`src/rtl/voter_ledger_ctrl.sv`:
```
// Ballot gate: one vote per ledger address, repeat attempts rejected, registered ballot tally.
// Optional GRANT abandon timer is enabled by defining LEDGER_TIMEOUT_EN.
module voter_ledger_ctrl #(
    parameter int WORD_SIZE      = 5,
    parameter int ADDRESS_SIZE   = 4,
    parameter int TIMEOUT_CYCLES = 1024
) (
    input  logic                    clk,
    input  logic                    reset,
    input  logic                    write,
    input  logic                    voter_id_status,
    input  logic [WORD_SIZE-1:0]    valid_voter,
    input  logic [ADDRESS_SIZE-1:0] valid_voter_address,
    input  logic                    clear_req,
    input  logic                    vote_done,
    output logic                    vote_enable,
    output logic                    duplicate_voter,
    output logic                    vote_timeout,
    output logic                    busy,
    output logic [WORD_SIZE-1:0]    current_voter,
    output logic [ADDRESS_SIZE:0]   voter_count,
    output logic                    ledger_full
);
    localparam int                DEPTH = 2 ** ADDRESS_SIZE;
    localparam logic [ADDRESS_SIZE:0] FULL = (ADDRESS_SIZE + 1)'(DEPTH);

    typedef enum logic [2:0] {IDLE, LOOKUP, GRANT, REJECT, RELEASE} state_t;

    state_t                  state_q, state_d;
    logic [DEPTH-1:0]        ledger_q, ledger_d;
    logic [ADDRESS_SIZE:0]   count_q, count_d;
    logic [ADDRESS_SIZE-1:0] addr_q, addr_d;
    logic [WORD_SIZE-1:0]    voter_q, voter_d;
    logic                    enable_q, dup_q, busy_q;
    logic                    req;
    logic                    expire;

    // status gates write so an undriven strobe cannot form a request
    assign req = write & voter_id_status;

`ifdef LEDGER_TIMEOUT_EN
    localparam int              TW    = $clog2(TIMEOUT_CYCLES);
    localparam logic [TW-1:0]   TLAST = TW'(TIMEOUT_CYCLES - 1);

    logic [TW-1:0] tcnt_q;
    logic          timeout_q;

    assign expire = (state_q == GRANT) && (tcnt_q == TLAST);

    always_ff @(posedge clk) begin
        if (reset) begin
            tcnt_q    <= '0;
            timeout_q <= 1'b0;
        end else begin
            tcnt_q    <= (state_q == GRANT) ? tcnt_q + 1'b1 : '0;
            timeout_q <= expire && !vote_done;
        end
    end

    assign vote_timeout = timeout_q;
`else
    assign expire       = 1'b0;
    assign vote_timeout = 1'b0;
`endif

    // TIMEOUT_CYCLES below 2 leaves no room between GRANT entry and expiry
    if (TIMEOUT_CYCLES < 2) begin : g_timeout_cycles_below_min
    end

    always_comb begin
        state_d  = state_q;
        ledger_d = ledger_q;
        count_d  = count_q;
        addr_d   = addr_q;
        voter_d  = voter_q;
        case (state_q)
            IDLE: begin
                if (clear_req) begin
                    ledger_d = '0;
                    count_d  = '0;
                end else if (req) begin
                    addr_d  = valid_voter_address;
                    voter_d = valid_voter;
                    state_d = LOOKUP;
                end
            end
            LOOKUP:  state_d = ledger_q[addr_q] ? REJECT : GRANT;
            GRANT: begin
                // a vote arriving on the expiry cycle still counts
                if (vote_done) begin
                    ledger_d[addr_q] = 1'b1;
                    if (count_q != FULL) count_d = count_q + 1'b1;
                    state_d = RELEASE;
                end else if (expire) begin
                    state_d = RELEASE;
                end
            end
            REJECT:  state_d = RELEASE;
            RELEASE: begin
                if (clear_req) begin
                    ledger_d = '0;
                    count_d  = '0;
                end
                if (!req) state_d = IDLE;
            end
            default: state_d = IDLE;
        endcase
    end

    always_ff @(posedge clk) begin
        if (reset) begin
            state_q  <= IDLE;
            ledger_q <= '0;
            count_q  <= '0;
            addr_q   <= '0;
            voter_q  <= '0;
            enable_q <= 1'b0;
            dup_q    <= 1'b0;
            busy_q   <= 1'b0;
        end else begin
            state_q  <= state_d;
            ledger_q <= ledger_d;
            count_q  <= count_d;
            addr_q   <= addr_d;
            voter_q  <= voter_d;
            enable_q <= (state_d == GRANT);
            dup_q    <= (state_d == REJECT);
            busy_q   <= (state_d != IDLE);
        end
    end

    assign vote_enable     = enable_q;
    assign duplicate_voter = dup_q;
    assign busy            = busy_q;
    assign current_voter   = voter_q;
    assign voter_count     = count_q;
    assign ledger_full     = (count_q == FULL);
endmodule

```
`config.mk`:
```
export PLATFORM = sky130hd
export DESIGN_NAME = voter_ledger_ctrl
export DESIGN_NICKNAME = d
export VERILOG_FILES = /design/src/rtl/voter_ledger_ctrl.sv
export SDC_FILE = /design/constraint.sdc
export NUM_CORES = 1
export LEC_CHECK = 0
export ABC_AREA = 0
export BUFFER_PORTS_ARGS = -buffer_cell sky130_fd_sc_hd__buf_2
export CAP_MARGIN = 0
export CORE_AREA = 2 2 73 75
export CTS_CLUSTER_SIZE = 14
export DETAILED_ROUTE_END_ITERATION = 6
export DIE_AREA = 0 0 75 77
export PLACE_DENSITY = 0.48
export SYNTH_ARGS = -nofsm -noshare
export SYNTH_HDL_FRONTEND = slang
export SYNTH_SLANG_ARGS = --single-unit
```
`constraint.sdc`:
```
create_clock -name clk -period 1.9 [get_ports clk]
set_input_delay 0.285 -clock clk [delete_from_list [all_inputs] [get_ports clk]]
set_output_delay 0.285 -clock clk [all_outputs]
set_load 0.1 [all_outputs]
```
==> summary.md, run 1 <==
| Metric | Value |
|---|---|
| Worst hold slack | `around 0.23 ns` |
| Post-synth cell types | `40` |
| Vias in the first global route | `1248` |
| Post-synth EDFFs | `0` |
| CTS Buf Count | `5` |
| Slowest-stage cell, CP | `buf_2` |
| Syn nets | `approximately 180` |
| First-pass GRT wire length | `5950 microns` |
| First-pass iteration count of the detailed router | `4` |
| Crit path time final | `~1.8 ns` |
| Synth Instances | `about 170` |
| Syn_area_per_cell | `9.93 sq um` |
| Crit-path cells | `inv_1, ha_1, and4bb_4, buf_2` |
| Routed WL | `about 3600 microns` |
| Placer Congestion | `between 0.7 and 0.8` |
| Starting Density | `between 30% and 40%` |
| Fmax | `~0.55 GHz` |
| Buffers on Ports | `28` |
| Hpwl dp | `approximately 2600 microns` |
| Die Y | `a little under 80 microns` |
| Avg WL per Cell | `between 10 and 15 microns` |
| Place WS | `0.198 ns` |
| Power density over the cells | `slightly below 800 mW/mm^2` |
| Clk Tree Root Cell | `clkbuf_8` |
| Main synth FF type | `dfxtp_1` |
| Commonest non-fill, non-tap cell in the layout | `dfxtp_1` |
| Top post-synthesis cells by area | `dfxtp_1, mux2i_1, o21a_1, nor2_1, nor3_1` |
| DR WL met2 | `roughly 1700 microns` |
| Endpoints failing hold | `0` |
| DRT met1 WL | `approximately 1600 microns` |
| CTS Hold Bufs | `0` |
| Pleak | `0.812 nW` |
| Ports | `30` |
| CTS tree | `done` |
| Synthesized flop and latch total | `36` |
| Status | `finished clean` |
| GR Overflow Total | `0` |
| CP Launch Type | `register` |
| Largest net degree at the start of global routing | `17` |
| DR WL met3 | `about 160 microns` |
| Post-Route Skew | `around 0.0095 ns` |
| Layout Utilization | `around 40%` |
| Max Cap Viol | `0` |
| Chip width | `around 75 microns` |
| Via count | `1305` |
| RSZ-0062 raised after global routing | `false` |
| Routed Antenna Nets | `0` |
| Type of the worst setup path | `register to primary output` |
| Post-synthesis sequential area ratio | `a little over two fifths` |
| Finished Cell Area | `0.00198 sq mm` |
| Crit. End Element | `primary output` |
| Setup TNS | `0 ns` |
| Post-synthesis async set-or-reset flop share | `0%` |
| # DRC | `0` |
| Setup repair bufs after CTS | `0` |
| Area delta synth->final | `20.0%` |
| Fill cells | `~520` |
| Hold Path Class | `input pin to register` |
| Synthesis Warnings | `0` |
| Yosys top cell by area | `dfxtp_1` |
| Antenna diodes | `0` |
| Worst-Margin Slew | `around 0.55 ns` |
| Clk buf depth | `2` |
| Final Max Slew Viols | `0` |
| Placed Area | `between 0.0015 and 0.002 sq mm` |
| Rel. slew slack | `a little over three fifths` |
| Final #Nets | `215` |
| PostCTS Resize Cnt | `0` |
| Sink Count | `36` |
| Commonest cells after routing, fill and taps aside | `dfxtp_1, buf_2, nor2_1` |
| Final worst path period share | `a little over nine tenths` |
| Uppermost layer routed | `met4` |
| Htree depth | `2` |
| Gr usage total | `between 10% and 20%` |
| Core area | `0.00498 sq mm` |
| Final setup viols | `0` |
| Required time worst endpoint | `about 1.6 ns` |
| Initial antenna violation count | `0` |
| Area share of the largest cell type after synthesis | `between 40 and 50%` |
| CP Max Fanout | `5` |
| Worst setup margin | `roughly 0.066 ns` |
| Clock latency on the worst-skew pair | `approximately 0.29 ns` |
| FP Rows | `26` |
| Worst vdd ir | `approximately 360 uV` |
| CP peak stage delay | `about 0.43 ns` |
| Starting DRC count in detailed routing | `between 40 and 50` |
| Clk pin slew, worst setup/hold paths | `about 0.08 ns` |
| Layout cells sized above 1 | `~29%` |
| Die area | `just under 0.006 sq mm` |
| Vias per cell | `between 4 and 5` |
| Arr. time, crit path | `~1.6 ns` |
| Post-Syn Area | `0.00165 sq mm` |
## final timing paths
check	slack, ns	start	cells past startpoint	to
worst min-delay path	0.23	valid_voter[0]	3	current_voter[0]
worst min register to register	0.46	ledger_q[12]	1	ledger_q[12]
worst max register to register	0.19	addr_q[1]	4	vote_enable
worst max-delay path	0.07	voter_count[0]	4	ledger_full
## cells by family after synthesis
family          share of synthesized area (%)
compound gates                           16.8
xor+xnor                                 1.59
fa+ha+maj                                1.52
buf+inv                                  4.25
flops                                    43.7
mux                                      11.2
other cells                             0.227
simple gates                             20.6
## registers in the layout, indices dropped and copies added (netlist names)
| register | count |
|---|---|
| busy | 1 |
| vote_enable | 1 |
| ledger_q | 16 |
| current_voter | 5 |
| voter_count | 5 |
| state_q | 3 |
| duplicate_voter | 1 |
| addr_q | 4 |
## power by group
group          switching (mW)  total, mW  internal, mW
clock                   0.267      0.563         0.296
sequential             0.0144      0.781         0.766
combinational           0.128      0.188        0.0596
total                   0.409       1.53          1.12
## through the flow
step	cells	total power, mW
6_report	269	1.53
5_1_grt	269	1.61
4_1_cts	269	1.56
3_5_place_dp	261	0.987
3_3_place_gp	261	0.984
2_1_floorplan	166	0.939
## final cells by class
class	instances	area [sq um]	share of cell area (%)
Sequential cell	36	732	37.0
Inverter	6	22.5	1.14
Multi-Input combinational cell	115	862	43.6
Clock buffer	8	90.1	4.55
Timing Repair Buffer	34	185	9.36
Tap cell	70	87.6	4.42
## critical path, delay by kind of cell, from the launching register on
kind,cells,cell delay [ns]
adder cells (fa/ha/maj),1,0.15
buffers and inverters,2,0.48
flip-flops,1,0.36
AND/OR/NAND/NOR,1,0.26
## layer usage
metal / track usage [%] / up-vias
met5: 0 / -
met3: 4.07 / 5
met1: 17.1 / 611
met4: 5.36 / 0
met2: 21.3 / 35
li1: - / 654
## cell usage after synthesis, types with 2 or more instances
| cell | n |
|---|---|
| a2111oi_2 | 2 |
| a21o_1 | 2 |
| a21oi_1 | 5 |
| a2bb2oi_1 | 2 |
| a41oi_1 | 2 |
| buf_2 | 5 |
| buf_4 | 2 |
| clkbuf_1 | 2 |
| dfxtp_1 | 36 |
| ha_1 | 2 |
| inv_1 | 6 |
| mux2i_1 | 14 |
| mux4_2 | 2 |
| nand2_1 | 6 |
| nand2b_1 | 4 |
| nor2_1 | 20 |
| nor2b_1 | 3 |
| nor3_1 | 9 |
| nor4_1 | 5 |
| o21a_1 | 15 |
| xnor2_1 | 3 |
Note: power is estimated with default switching activity, not from simulation.
==> inputs of run 2 (changes only) <==
--- a/config.mk
+++ b/config.mk
@@ -9,9 +9,12 @@
 export BUFFER_PORTS_ARGS = -buffer_cell sky130_fd_sc_hd__buf_2
 export CAP_MARGIN = 0
 export CORE_AREA = 2 2 73 75
+export CTS_BUF_LIST = sky130_fd_sc_hd__clkbuf_8
 export CTS_CLUSTER_SIZE = 14
 export DETAILED_ROUTE_END_ITERATION = 6
 export DIE_AREA = 0 0 75 77
+export GPL_ROUTABILITY_DRIVEN = 0
+export GPL_TIMING_DRIVEN = 0
 export PLACE_DENSITY = 0.48
 export SYNTH_ARGS = -nofsm -noshare
 export SYNTH_HDL_FRONTEND = slang
==> run 2 against run 1 <==
Compared with the run above:
- core utilization up 0.18 points
- register-to-register slack about the same
- clock skew down 0.0056 ns
- design area up 0.44%
- sequential power down 0.5%
- global-route usage up 0.095 points
- cell count up 0.74%
- via count up 1.1%
==> summary.md, run 2 (synthesis results as in run 1) <==
| Metric | Value |
|---|---|
| Status | `finished clean` |
| Endpoints failing hold | `0` |
| Required time worst endpoint | `1.62 ns` |
| Core area | `around 0.0050 sq mm` |
| Crit-path cells | `inv_1, ha_1, and4bb_4, buf_2` |
| Net Sw Frac | `26.2%` |
| CTS tree | `done` |
| CP Max Fanout | `5` |
| Commonest non-fill, non-tap cell in the layout | `buf_2` |
| Max reg flops | `16` |
| Clk pwr share | `around 38%` |
| Layout Utilization | `39.9%` |
| Worst Reg2Reg Path Length in Cells | `4` |
| WP depth | `4` |
| Final setup viols | `0` |
| Gr usage total | `between 10% and 20%` |
| Die area | `~0.0058 sq mm` |
| Clk Tree Root Cell | `clkbuf_8` |
| Clk buf depth | `2` |
| Switching power | `0.408 mW` |
| Routed WL | `approximately 3600 microns` |
| CP peak stage delay | `about 0.43 ns` |
| CP endpoint | `ledger_full` |
| Layout cells sized above 1 | `29.4%` |
| Antenna diodes | `0` |
| Via count | `between 1k and 1.5k` |
| Flop pwr share | `around 50%` |
| Hpwl dp | `about 2700 microns` |
| Clock latency on the worst-skew pair | `between 0.2 and 0.3 ns` |
| Post-Route Skew | `approximately 0.0039 ns` |
| Flop-to-flop setup slack | `roughly 0.18 ns` |
| Reg2reg end | `ledger_q[4]` |
| Initial antenna violation count | `0` |
| RSZ-0062 raised after global routing | `false` |
| First-pass GRT wire length | `around 6000 microns` |
| Area delta synth->final | `20.6%` |
| Setup repair bufs after CTS | `0` |
| Crit. Startpoint | `voter_count[0]` |
| Routed Antenna Nets | `0` |
| Crit path time final | `around 1.8 ns` |
| Worst hold slack | `between 0.2 and 0.25 ns` |
| Final worst path period share | `a little over nine tenths` |
| Die Y | `just under 80 microns` |
| Top delay family on crit path | `buffers and inverters` |
| Hold Crit Start | `valid_voter[4]` |
| WP buf/inv | `2` |
| CTS Buf Count | `5` |
| Worst-Margin Slew | `0.619 ns` |
| Worst vdd ir | `approximately 320 uV` |
| CTS Hold Bufs | `0` |
| Arr. time, crit path | `roughly 1.6 ns` |
| Max Cap Viol | `0` |
| Starting Density | `between 30% and 40%` |
| Slowest-stage cell, CP | `buf_2` |
| PostCTS Resize Cnt | `0` |
| Type of the worst setup path | `register to primary output` |
| Worst reg2reg startpoint | `state_q[1]` |
| Sink Count | `36` |
| Commonest cells after routing, fill and taps aside | `buf_2, dfxtp_1, nor2_1` |
| Avg WL per Cell | `between 10 and 15 microns` |
| Rel. slew slack | `57.7%` |
| Final Max Slew Viols | `0` |
| Share of power burned in combinational logic | `about an eighth` |
| CP Launch Type | `register` |
| Starting DRC count in detailed routing | `38` |
| First-pass iteration count of the detailed router | `4` |
| Vias per cell | `approximately 4.9` |
| Hold Path Class | `input pin to register` |
| P_int | `roughly 1.1 mW` |
| Largest register by flop count | `ledger_q` |
| Ports | `30` |
| Buffers on Ports | `28` |
| Power density over the cells | `just under 800 mW/mm^2` |
| Pleak | `between 0.8 and 0.9 nW` |
| Fmax | `between 0.5 and 0.6 GHz` |
| Final #Nets | `218` |
| Vias in the first global route | `around 1.3k` |
| Chip width | `about 75 microns` |
| Clk pin slew, worst setup/hold paths | `roughly 0.070 ns` |
| GR Overflow Total | `0` |
| # DRC | `0` |
| Htree depth | `2` |
| Setup TNS | `0 ns` |
| Largest net degree at the start of global routing | `11` |
| FP Rows | `26` |
| Crit. End Element | `primary output` |
==> run 2: cell types whose count changed in the layout (fill, tap and decap cells not counted) <==
cell,change
clkbuf_8,+1
buf_2,+5
buf_4,-4
==> run 2: how the worst min path moves through the flow <==
stage	to	slack, ns	cells after the start
after floorplan	voter_count[1]	0.34	1
after global placement	ledger_q[5]	0.45	1
after detailed placement	ledger_q[14]	0.45	1
after CTS	current_voter[2]	0.22	3
after global routing	current_voter[4]	0.23	3
final	current_voter[4]	0.23	3
==> run 2: stage by stage <==
| step | power (mW) | cells | area [sq um] | worst slack, ns |
|---|---|---|---|---|
| finish | 1.56 | 271 | 1990 | 0.0504 |
| global route | 1.62 | 271 | 1990 | 0.000970 |
| CTS | 1.58 | 271 | 1990 | 0.0210 |
| detailed placement | 0.989 | 264 | 1890 | 0.154 |
| global placement | 0.985 | 264 | 1890 | 0.200 |
| floorplan | 0.939 | 166 | 1660 | 0.0974 |
==> run 2: cell type report <==
type,count,area [sq um]
tap,70,87.6
fill,522,2990
inverter,6,22.5
timing repair buffer,28,140
buffer,9,47.5
multi-input combinational,115,862
clock buffer,7,96.3
sequential,36,732
==> run 2: power groups by stage <==
stage	Combinational (mW)	Sequential, mW	Clock (mW)
5_1_grt	0.208	0.779	0.636
6_report	0.194	0.777	0.585
3_5_place_dp	0.195	0.795	0
3_3_place_gp	0.191	0.794	0
4_1_cts	0.195	0.778	0.603
2_1_floorplan	0.0972	0.842	0
==> run 2: tightest hold or removal path, stage by stage <==
cell     delay (ns)
buf_2          0.08
mux2i_1        0.05
nor2_1         0.07
==> run 2: per-layer routing <==
layer | global-route usage [%] | share of wire [%] | vias to the layer above
met5 | 0 | 0 | -
met4 | 6.25 | 1.7 | 0
met3 | 4.73 | 4.3 | 6
met1 | 16.5 | 45 | 623
met2 | 21.3 | 49 | 27
li1 | - | - | 663
